**src/rtl/shift_pkg.sv**
```systemverilog
// Shared constants for the shift arbiter: FSM state encoding and rotate direction.
package shift_pkg;

   localparam logic [1:0] ST_IDLE = 2'd0;
   localparam logic [1:0] ST_EXEC = 2'd1;
   localparam logic [1:0] ST_RESP = 2'd2;

   localparam logic DIR_LEFT  = 1'b1;
   localparam logic DIR_RIGHT = 1'b0;

   typedef enum logic [1:0] {
      S_IDLE = ST_IDLE,
      S_EXEC = ST_EXEC,
      S_RESP = ST_RESP
   } state_t;

endpackage

```
**src/rtl/shift_arbiter_if.sv**
```systemverilog
// Request/response bus between the requesters, the response consumer and the arbiter.
interface shift_arbiter_if #(
   parameter int WIDTH = 4,
   parameter int SHW   = 2,
   parameter int NREQ  = 2,
   parameter int IDW   = 1
);
   logic [NREQ-1:0]       req_valid;
   logic [NREQ-1:0]       req_ready;
   logic [NREQ*WIDTH-1:0] req_data;
   logic [NREQ*SHW-1:0]   req_shift;
   logic [NREQ-1:0]       req_left;
   logic                  rsp_valid;
   logic                  rsp_ready;
   logic [WIDTH-1:0]      rsp_data;
   logic [IDW-1:0]        rsp_id;
   logic                  busy;

   // Requesters and response consumer side
   modport master (
      output req_valid, req_data, req_shift, req_left, rsp_ready,
      input  req_ready, rsp_valid, rsp_data, rsp_id, busy
   );

   // Arbiter side
   modport slave (
      input  req_valid, req_data, req_shift, req_left, rsp_ready,
      output req_ready, rsp_valid, rsp_data, rsp_id, busy
   );
endinterface

```
**src/rtl/shift_arbiter_rot_core.sv**
```systemverilog
// Combinational WIDTH-bit rotator. WIDTH is a power of two, so SHW-bit index
// arithmetic wraps modulo WIDTH for free.
module rot_core
   import shift_pkg::*;
#(
   parameter int WIDTH = 4,
   parameter int SHW   = 2
) (
   input  logic [WIDTH-1:0] din,
   input  logic [SHW-1:0]   amt,
   input  logic             left,
   output logic [WIDTH-1:0] dout
);

   // Left: out[j] = in[j-k]; right: out[j] = in[j+k], both mod WIDTH
   always_comb begin
      dout = '0;
      for (int j = 0; j < WIDTH; j++) begin
         if (left == DIR_LEFT) dout[j] = din[SHW'(j) - amt];
         else                  dout[j] = din[SHW'(j) + amt];
      end
   end

endmodule

```
**src/rtl/shift_arbiter.sv**
```systemverilog
// Round-robin arbiter sharing one rotator between NREQ requesters.
// One transaction at a time: IDLE (grant + capture) -> EXEC (rotate) -> RESP (hold).
module shift_arbiter
   import shift_pkg::*;
#(
   parameter int WIDTH = 4,
   parameter int SHW   = 2,
   parameter int NREQ  = 2,
   parameter int IDW   = 1
) (
   input  logic            clk,
   input  logic            rst,
   shift_arbiter_if.slave  bus
);

   state_t           state;
   logic [IDW-1:0]   last_grant;
   logic [WIDTH-1:0] op_data;
   logic [SHW-1:0]   op_shift;
   logic             op_left;
   logic [IDW-1:0]   op_id;
   logic             rsp_valid_q;
   logic [WIDTH-1:0] rsp_data_q;
   logic [IDW-1:0]   rsp_id_q;

   logic             grant_hit;
   logic [IDW-1:0]   grant_id;
   logic [WIDTH-1:0] rot_out;

   // Round-robin pick: first valid index searching upward from last_grant+1, wrapping
   always_comb begin
      int idx;
      logic [IDW-1:0] cand;
      grant_hit = 1'b0;
      grant_id  = last_grant;
      idx       = 0;
      cand      = '0;
      for (int k = 1; k <= NREQ; k++) begin
         idx = int'(last_grant) + k;
         if (idx >= NREQ) idx = idx - NREQ;
         cand = IDW'(idx);
         if (!grant_hit && bus.req_valid[cand]) begin
            grant_hit = 1'b1;
            grant_id  = cand;
         end
      end
   end

   // One-hot ready only while idle; suppressed during reset so nothing is accepted then
   always_comb begin
      bus.req_ready = '0;
      if (state == S_IDLE && !rst && grant_hit) bus.req_ready[grant_id] = 1'b1;
   end

   rot_core #(.WIDTH(WIDTH), .SHW(SHW)) u_rot (
      .din  (op_data),
      .amt  (op_shift),
      .left (op_left),
      .dout (rot_out)
   );

   // Transaction FSM with registered response outputs
   always_ff @(posedge clk) begin
      if (rst) begin
         state       <= S_IDLE;
         last_grant  <= IDW'(NREQ - 1);
         op_data     <= '0;
         op_shift    <= '0;
         op_left     <= 1'b0;
         op_id       <= '0;
         rsp_valid_q <= 1'b0;
         rsp_data_q  <= '0;
         rsp_id_q    <= '0;
      end else begin
         case (state)
            S_IDLE: begin
               if (grant_hit) begin
                  op_data    <= bus.req_data[grant_id*WIDTH +: WIDTH];
                  op_shift   <= bus.req_shift[grant_id*SHW +: SHW];
                  op_left    <= bus.req_left[grant_id];
                  op_id      <= grant_id;
                  last_grant <= grant_id;
                  state      <= S_EXEC;
               end
            end
            S_EXEC: begin
               rsp_data_q  <= rot_out;
               rsp_id_q    <= op_id;
               rsp_valid_q <= 1'b1;
               state       <= S_RESP;
            end
            S_RESP: begin
               // Back to idle on handshake; the next grant waits for the idle cycle
               if (bus.rsp_ready) begin
                  rsp_valid_q <= 1'b0;
                  state       <= S_IDLE;
               end
            end
            default: begin
               rsp_valid_q <= 1'b0;
               state       <= S_IDLE;
            end
         endcase
      end
   end

   assign bus.rsp_valid = rsp_valid_q;
   assign bus.rsp_data  = rsp_data_q;
   assign bus.rsp_id    = rsp_id_q;
   assign bus.busy      = (state != S_IDLE);

endmodule
```
**src/flat_wrapper.sv**
```systemverilog
// flat-port wrapper written by rule: the top's interface ports become plain ports
module shift_arbiter_flat import shift_pkg::*;
#(
   parameter int WIDTH = 4,
   parameter int SHW   = 2,
   parameter int NREQ  = 2,
   parameter int IDW   = 1
)
  (clk, rst, bus_req_valid, bus_req_data, bus_req_shift, bus_req_left, bus_rsp_ready, bus_req_ready, bus_rsp_valid, bus_rsp_data, bus_rsp_id, bus_busy);
  shift_arbiter_if #(.WIDTH(WIDTH), .SHW(SHW), .NREQ(NREQ), .IDW(IDW)) bus_i ();
  input  logic clk;
  input  logic rst;
  input wire logic [$bits(bus_i.req_valid)-1:0] bus_req_valid;
  input wire logic [$bits(bus_i.req_data)-1:0] bus_req_data;
  input wire logic [$bits(bus_i.req_shift)-1:0] bus_req_shift;
  input wire logic [$bits(bus_i.req_left)-1:0] bus_req_left;
  input wire logic [$bits(bus_i.rsp_ready)-1:0] bus_rsp_ready;
  output wire logic [$bits(bus_i.req_ready)-1:0] bus_req_ready;
  output wire logic [$bits(bus_i.rsp_valid)-1:0] bus_rsp_valid;
  output wire logic [$bits(bus_i.rsp_data)-1:0] bus_rsp_data;
  output wire logic [$bits(bus_i.rsp_id)-1:0] bus_rsp_id;
  output wire logic [$bits(bus_i.busy)-1:0] bus_busy;
  assign bus_i.req_valid = bus_req_valid;
  assign bus_i.req_data = bus_req_data;
  assign bus_i.req_shift = bus_req_shift;
  assign bus_i.req_left = bus_req_left;
  assign bus_i.rsp_ready = bus_rsp_ready;
  assign bus_req_ready = bus_i.req_ready;
  assign bus_rsp_valid = bus_i.rsp_valid;
  assign bus_rsp_data = bus_i.rsp_data;
  assign bus_rsp_id = bus_i.rsp_id;
  assign bus_busy = bus_i.busy;
  shift_arbiter #(.WIDTH(WIDTH), .SHW(SHW), .NREQ(NREQ), .IDW(IDW)) u_core (.clk(clk), .rst(rst), .bus(bus_i));
endmodule
```
**config.mk**
```make
export PLATFORM = sky130hd
export DESIGN_NAME = shift_arbiter_flat
export DESIGN_NICKNAME = d
export VERILOG_FILES = /design/src/rtl/shift_pkg.sv /design/src/rtl/shift_arbiter_if.sv /design/src/rtl/shift_arbiter_rot_core.sv /design/src/rtl/shift_arbiter.sv /design/src/flat_wrapper.sv
export SDC_FILE = /design/constraint.sdc
export NUM_CORES = 1
export LEC_CHECK = 0
export CAP_MARGIN = 5
export CORE_MARGIN = 10
export CORE_UTILIZATION = 49
export CTS_BUF_LIST = sky130_fd_sc_hd__clkbuf_8
export DETAILED_ROUTE_END_ITERATION = 12
export GPL_ROUTABILITY_DRIVEN = 0
export PLACE_DENSITY_LB_ADDON = 0.12
export SLEW_MARGIN = 20
export SYNTH_ARGS = -nofsm -noshare
export SYNTH_HDL_FRONTEND = slang
export SYNTH_SLANG_ARGS = --single-unit
```
**constraint.sdc**
```tcl
create_clock -name clk -period 2.04 [get_ports clk]
set_input_delay 0.408 -clock clk [delete_from_list [all_inputs] [get_ports clk]]
set_output_delay 0.408 -clock clk [all_outputs]
set_load 0.02 [all_outputs]
```
-- Word-level counts from Yosys, hierarchy flattened
Cells that the tools add are included.
- output and inout bits: 9
- register bits after elaboration: 17
- logic and storage cells: 92
- bits of input ports: 19
- multiplexer cells: 40
- $add $sub $neg: 11
- bitwise logic cells: 1
- shifts and indexed selects: 2
- reduce and logical (&&, ||, !) cells: 11
- order comparisons: 14
- equality and inequality tests: 4
- operators by type and width (cell ; number):
    1-bit 2-to-1 mux ; 26
    2-bit by 3-bit less-than comparator with 1-bit output, second input constant ; 8
    1-bit binary-select mux with 2-bit select ; 8
    8-bit by 4-bit variable part select with 4-bit output ; 1
    1-bit by 2-bit less-than comparator with 1-bit output, second input constant ; 3
    2-bit 2-to-1 mux ; 3
    2-bit one-hot mux with 3 select lines ; 1
    2-bit AND reduction ; 3
    2-bit adder, first input constant ; 2
    1-bit logical AND ; 4
    4-bit by 3-bit variable part select with 2-bit output ; 1
    1-bit by 2-bit subtractor with 2-bit output, first input constant ; 2
    2-bit subtractor, first input constant ; 2
    1-bit by 2-bit adder with 3-bit output, second input constant ; 1
    3-bit by 2-bit greater-or-equal comparator with 1-bit output, second input constant ; 1
    1-bit one-hot mux with 3 select lines ; 1
    1-bit by 1-bit adder with 2-bit output, second input constant ; 1
    1-bit by 2-bit adder with 2-bit output, first input constant ; 1
    2-bit by 1-bit == test with 1-bit output, second input constant ; 1
    2-bit == test, second input constant ; 1
    2-bit greater-or-equal comparator, second input constant ; 1
    1-bit logical NOT ; 2
    2-bit logical NOT ; 1
    2-bit by 1-bit != test with 1-bit output, second input constant ; 1
    6 further kinds ; 7

-- Longest topological paths before layout
- word-level depth: 14
- gate-level depth with buffers: 4
- mapped depth without buffers: 4

-- Modules after synthesis
From an unflattened synthesis, not the netlist that was laid out.
- cell total of the unflattened synthesis: 112
- area total of the unflattened synthesis: 967.2 um^2
- modules (own cells, without submodules) (module ; cells an instance ; sequential area each (um^2) ; area an instance (um^2) ; times used):
    shift_arbiter ; 87 ; 340.3 ; 760.7 ; 1
    rot_core ; 25 ; 0.0 ; 206.4 ; 1

-- Worst setup path before layout
OpenSTA, ideal clock, no wires.
- path type: input port to output port
- from: input port bus_req_valid[0]
- to: output port bus_req_ready[1]
- buffers on the path: 1
- data arrival time: 1380 ps
- cell stages on the path: 3
- slack: 252 ps
- required time: 1632 ps
- cells stage by stage: and2_1 -> clkbuf_2 -> nor4_1
- cells in the longest elaborated chain, start to end: 11
- elaborated cells between the ends (all ways): 17
- those cells by class: order compare: 2; mux: 11; reduce/logical: 4
- ends and longest elaborated chain (item ; RTL line ; RTL):
    from (decl) ; flat_wrapper.sv:13 ; input wire logic [$bits(bus_i.req_valid)-1:0] bus_req_valid;
    1-bit 2-to-1 mux (not written as such) (2 in a row) ; shift_arbiter.sv:42 ; if (!grant_hit && bus.req_valid[cand]) begin
    1-bit 2-to-1 mux ; shift_arbiter.sv:42 ;
    1-bit logical NOT ; shift_arbiter.sv:42 ;
    1-bit logical AND ; shift_arbiter.sv:42 ;
    1-bit 2-to-1 mux ; shift_arbiter.sv:42 ;
    1-bit by 2-bit less-than comparator with 1-bit output (not written as such) / 1-bit greater-or-equal comparator (equally long branches) ; shift_arbiter.sv:52 ; if (state == S_IDLE && !rst && grant_hit) bus.req_ready[grant_id] = 1'b1;
    1-bit logical AND (not written as such) ; shift_arbiter.sv:52 ;
    1-bit 2-to-1 mux (not written as such) ; shift_arbiter.sv:52 ;
    1-bit demux with 1-bit select ; - ;
    2-bit 2-to-1 mux * ; shift_arbiter.sv:52 ;
    to (decl) ; flat_wrapper.sv:18 ; output wire logic [$bits(bus_i.req_ready)-1:0] bus_req_ready;
Every way passes the cells marked *; elsewhere a longest branch is shown, timed or not. The select of a mux whose other input is x is not followed.

-- Worst setup path in the final report
Ends and elaborated chain as after synthesis.

==> flow_summary_export.csv <==
group,metric,value,unit
worst_hold_path,hp-start,"u_core.bus.rsp_valid$_SDFFE_PP0P_",
layout,layout_cell_share_with_drive_strength_beyond_1,20.6,%
timing,fin_worst_hold_slack,0.478,ns
floorplanning,core-area,1780,um^2
drt,top_signal_layer_used,"met4",
clock_network,numClockSinks,17,
floorplanning,initial_utilization,53.5,%
synthesis,synth.ff_latch_count,17,
drt,met1Wirelength,1100,um
worst_hold_path,timing.hold.worst_path_depth,2,
layout,final_core_util,74.2,%
clock_network,ctsLongestPathBuffers,2,
floorplanning,die_area,4110,um^2
worst_setup_path,crit_path_max_fanout,4,
worst_setup_path,critPathBufInv,2,
status,outcome,"complete, no violations",
worst_setup_path,timing.critical_path.slowest_stage_cell,"sky130_fd_sc_hd__clkdlybuf4s50_1",
timing,timing.final.setup_violations,0,
drt,initialDrtViolationCount,41,
worst_hold_path,timing.hold.worst_endpoint,"u_core.bus.rsp_valid$_SDFFE_PP0P_",
global_routing,track_usage,13.5,%
placement,io_buffer_count,27,
synthesis,synthDominantAreaCellType,"sky130_fd_sc_hd__dfxtp_1",
global_routing,first_global_vias,1041,
timing,tightest_slew,0.471,ns
drt,detailroute.wirelength.met3,93,um
layout,areaGrowthSynthToFinish,38.7,%
timing,slew-limit-headroom,68.6,%
layout,finalNetCount,161,
worst_setup_path,timing.reg2reg.setup_slack,0.68,ns
timing,fmax,0.504,GHz
worst_setup_path,crit_path_start_kind,"input port",
drt,detailroute.wirelength.met2,1360,um
worst_setup_path,cp.required,1.63,ns
clock_network,cts-root-buf,"sky130_fd_sc_hd__clkbuf_8",
floorplanning,chipWidth,64.1,um
synthesis,synth.cell_area,953,um^2
worst_setup_path,cpPeakStageDelay,0.52,ns
global_routing,grt_max_degree,18,
placement,post-dp-hpwl,1950,um
global_routing,globalRouteOverflowTotal,0,
synthesis,synth_top_area_share,35.7,%
drt,detail_route.vias_per_cell,5.77,
worst_hold_path,hold_path_class,"reg -> reg",
worst_setup_path,setup_crit_path_kind,"in -> out",
clock_network,postCtsSetupRepairBufs,0,
clock_network,worstSkewPairLatency,0.25,ns
synthesis,synth_cell_type_count,31,
synthesis,synth.yosys.seq_area_share,35.7,%
floorplanning,placementRows,15,
drt,drcViolationCount,0,
drt,total_length_of_routed_wires,2570,um
floorplanning,die_y,64.1,um
worst_setup_path,timing.rr.start,"u_core.op_shift[1]$_SDFFE_PP0P_",
flow_run,cap_violations,0,
worst_setup_path,critical_path.top_delay_family,"buffers and inverters",
layout,layout_commonest_cell,"sky130_fd_sc_hd__clkdlybuf4s50_1",
clock_network,tritoncts,"built",
timing,timing.final.max_slew_violations,0,
worst_setup_path,timing.critical_path.to_type,"primary output",
synthesis,postSynthCellCount,110,
drt,firstDrtPassIters,4,
placement,placement.cell_area,1270,um^2
clock_network,cts-buffers-inserted,3,
layout,final_antenna_diode_count,0,
worst_setup_path,depth_of_the_worst_register_to_register_path,3,
power,peakVddDrop,0.000551,V
clock_network,clock_transition_time_at_the_flip_flop_clock_pins_of_the_worst_setup_and_hold_paths,0.06,ns
drt,vias,958,
synthesis,post_synth_main_area_contributors,"sky130_fd_sc_hd__dfxtp_1 36%, sky130_fd_sc_hd__o41ai_2 6.8%, sky130_fd_sc_hd__a311oi_1 6.4%",
power,power_per_cell_area,733,nW/um^2
timing,min_cycle_time_layout,1.98,ns
synthesis,syn_nets,129,
timing,final_hold_viol_count,0,
global_routing,antenna_found_initial,0,
worst_setup_path,timing.rr.end,"u_core.bus.rsp_data[1]$_SDFFE_PP0P_",
drt,routed_wire_length_per_instance,15.5,um
clock_network,htreeDepth,1,
drt,route.antenna.remaining_nets,0,
floorplanning,design.portCount,28,
layout,mostFrequentLayoutCells,"24 x sky130_fd_sc_hd__clkdlybuf4s50_1, 16 x sky130_fd_sc_hd__dfxtp_1, 15 x sky130_fd_sc_hd__nor2_1",
timing,grt_setup_unrepaired,"no",
layout,finish.instance_area,1320,um^2
synthesis,yosys_warnings,0,
worst_setup_path,crit_path_cell_trace,"clkdlybuf4s50_1 > or2_1 > nand2_2 > nor4_1 > buf_2",
timing,timing.final.crit_share,97.2,%
global_routing,grt_pass1_wl,4640,um
power,p_leak,0.518,nW
worst_setup_path,critPathArrivalTime,1.58,ns
timing,timing.clock.skew,0.00815,ns
synthesis,post_synth.cell_area_avg,8.67,um^2
-- registers in the layout, indices dropped and copies added (netlist names) --
register / cells
u_core.bus.rsp_valid: 1
u_core.state: 2
u_core.op_id: 1
u_core.op_left: 1
u_core.bus.rsp_id: 1
u_core.bus.rsp_data: 4
u_core.op_shift: 2
u_core.last_grant: 1
u_core.op_data: 4
-- worst max-delay path by stage --
stage	to	from	slack, ns	cells past startpoint
final	bus_req_ready[1]	bus_req_valid[0]	0.06	5
after global routing	bus_req_ready[1]	bus_req_valid[0]	0.02	5
after CTS	bus_busy	u_core.state[1]$_SDFFE_PP0P_	0.004	4
after detailed placement	bus_req_ready[0]	bus_req_valid[0]	-0.39	5
after global placement	bus_req_ready[0]	bus_req_valid[1]	-0.37	5
after floorplan	bus_req_ready[1]	bus_req_valid[0]	0.25	3
-- metrics by stage --
stage	total power [mW]	setup slack, ns	instances	setup TNS, ns
after detailed placement	0.726	-0.389	162	-0.742
after CTS	0.972	0.00448	166	0
after global routing	1.02	0.0167	166	0
final	0.970	0.0566	166	0
after global placement	0.717	-0.367	162	-0.677
after floorplan	0.608	0.252	110	0
-- power breakdown --
part           total [mW]  internal (mW)  switching [mW]  leakage (nW)
clock               0.245          0.133           0.112        0.0269
combinational       0.308          0.152           0.156         0.351
sequential          0.416          0.369          0.0467         0.141
-- layout make-up --
class | instances | area (um^2)
Multi-Input combinational cell | 85 | 583
Fill cell | 143 | 460
Sequential cell | 17 | 342
Timing Repair Buffer | 34 | 318
Clock buffer | 3 | 41.3
Tap cell | 25 | 31.3
Clock inverter | 1 | 3.75
Inverter | 1 | 3.75
-- synth_stat cells (all sizes together) --
| cell type | number |
|---|---|
| and2 | 1 |
| nand4 | 1 |
| inv | 1 |
| nand3 | 7 |
| nor4 | 1 |
| mux2i | 1 |
| nand2 | 2 |
| dfxtp | 17 |
| a21oi | 9 |
| buf | 3 |
| or3b | 4 |
| nor3 | 1 |
| a211oi | 5 |
| a311oi | 7 |
| clkbuf | 4 |
| nor2b | 6 |
| xor2 | 1 |
| o41ai | 4 |
| nand2b | 5 |
| nor2 | 17 |
| or2 | 2 |
| xnor2 | 1 |
| nand3b | 1 |
| o21ai | 9 |
-- routing by layer --
layer	track usage (%)	vias up
li1	-	466
met1	14.4	472
met2	24.1	16
met3	4.70	4
met4	4.28	0
met5	0	-
-- tightest hold or removal path, cell delays in order (launching register included) --
cell,delay [ns]
sky130_fd_sc_hd__dfxtp_1,0.31
sky130_fd_sc_hd__nor2_1,0.08
sky130_fd_sc_hd__nor3_1,0.05
-- repair_timing --
| item | 4_1_cts | 5_1_grt |
|---|---|---|
| setup endpoints to repair | 2 | 2 |
| hold buffers | 0 | 0 |
| gates resized for setup | 10 | 5 |
| pin swaps | 0 | 1 |
-- cells by family (layout without fill, tap and decap cells) --
kind of cell,count (synthesis),after routing,share of synthesized area (%)
xor+xnor,2,2,3.41
simple gates,48,48,29.3
mux,1,1,1.05
flops,17,17,35.7
compound gates,34,34,26.6
buf+inv,8,39,3.94
(Power assumes the default switching activity.)
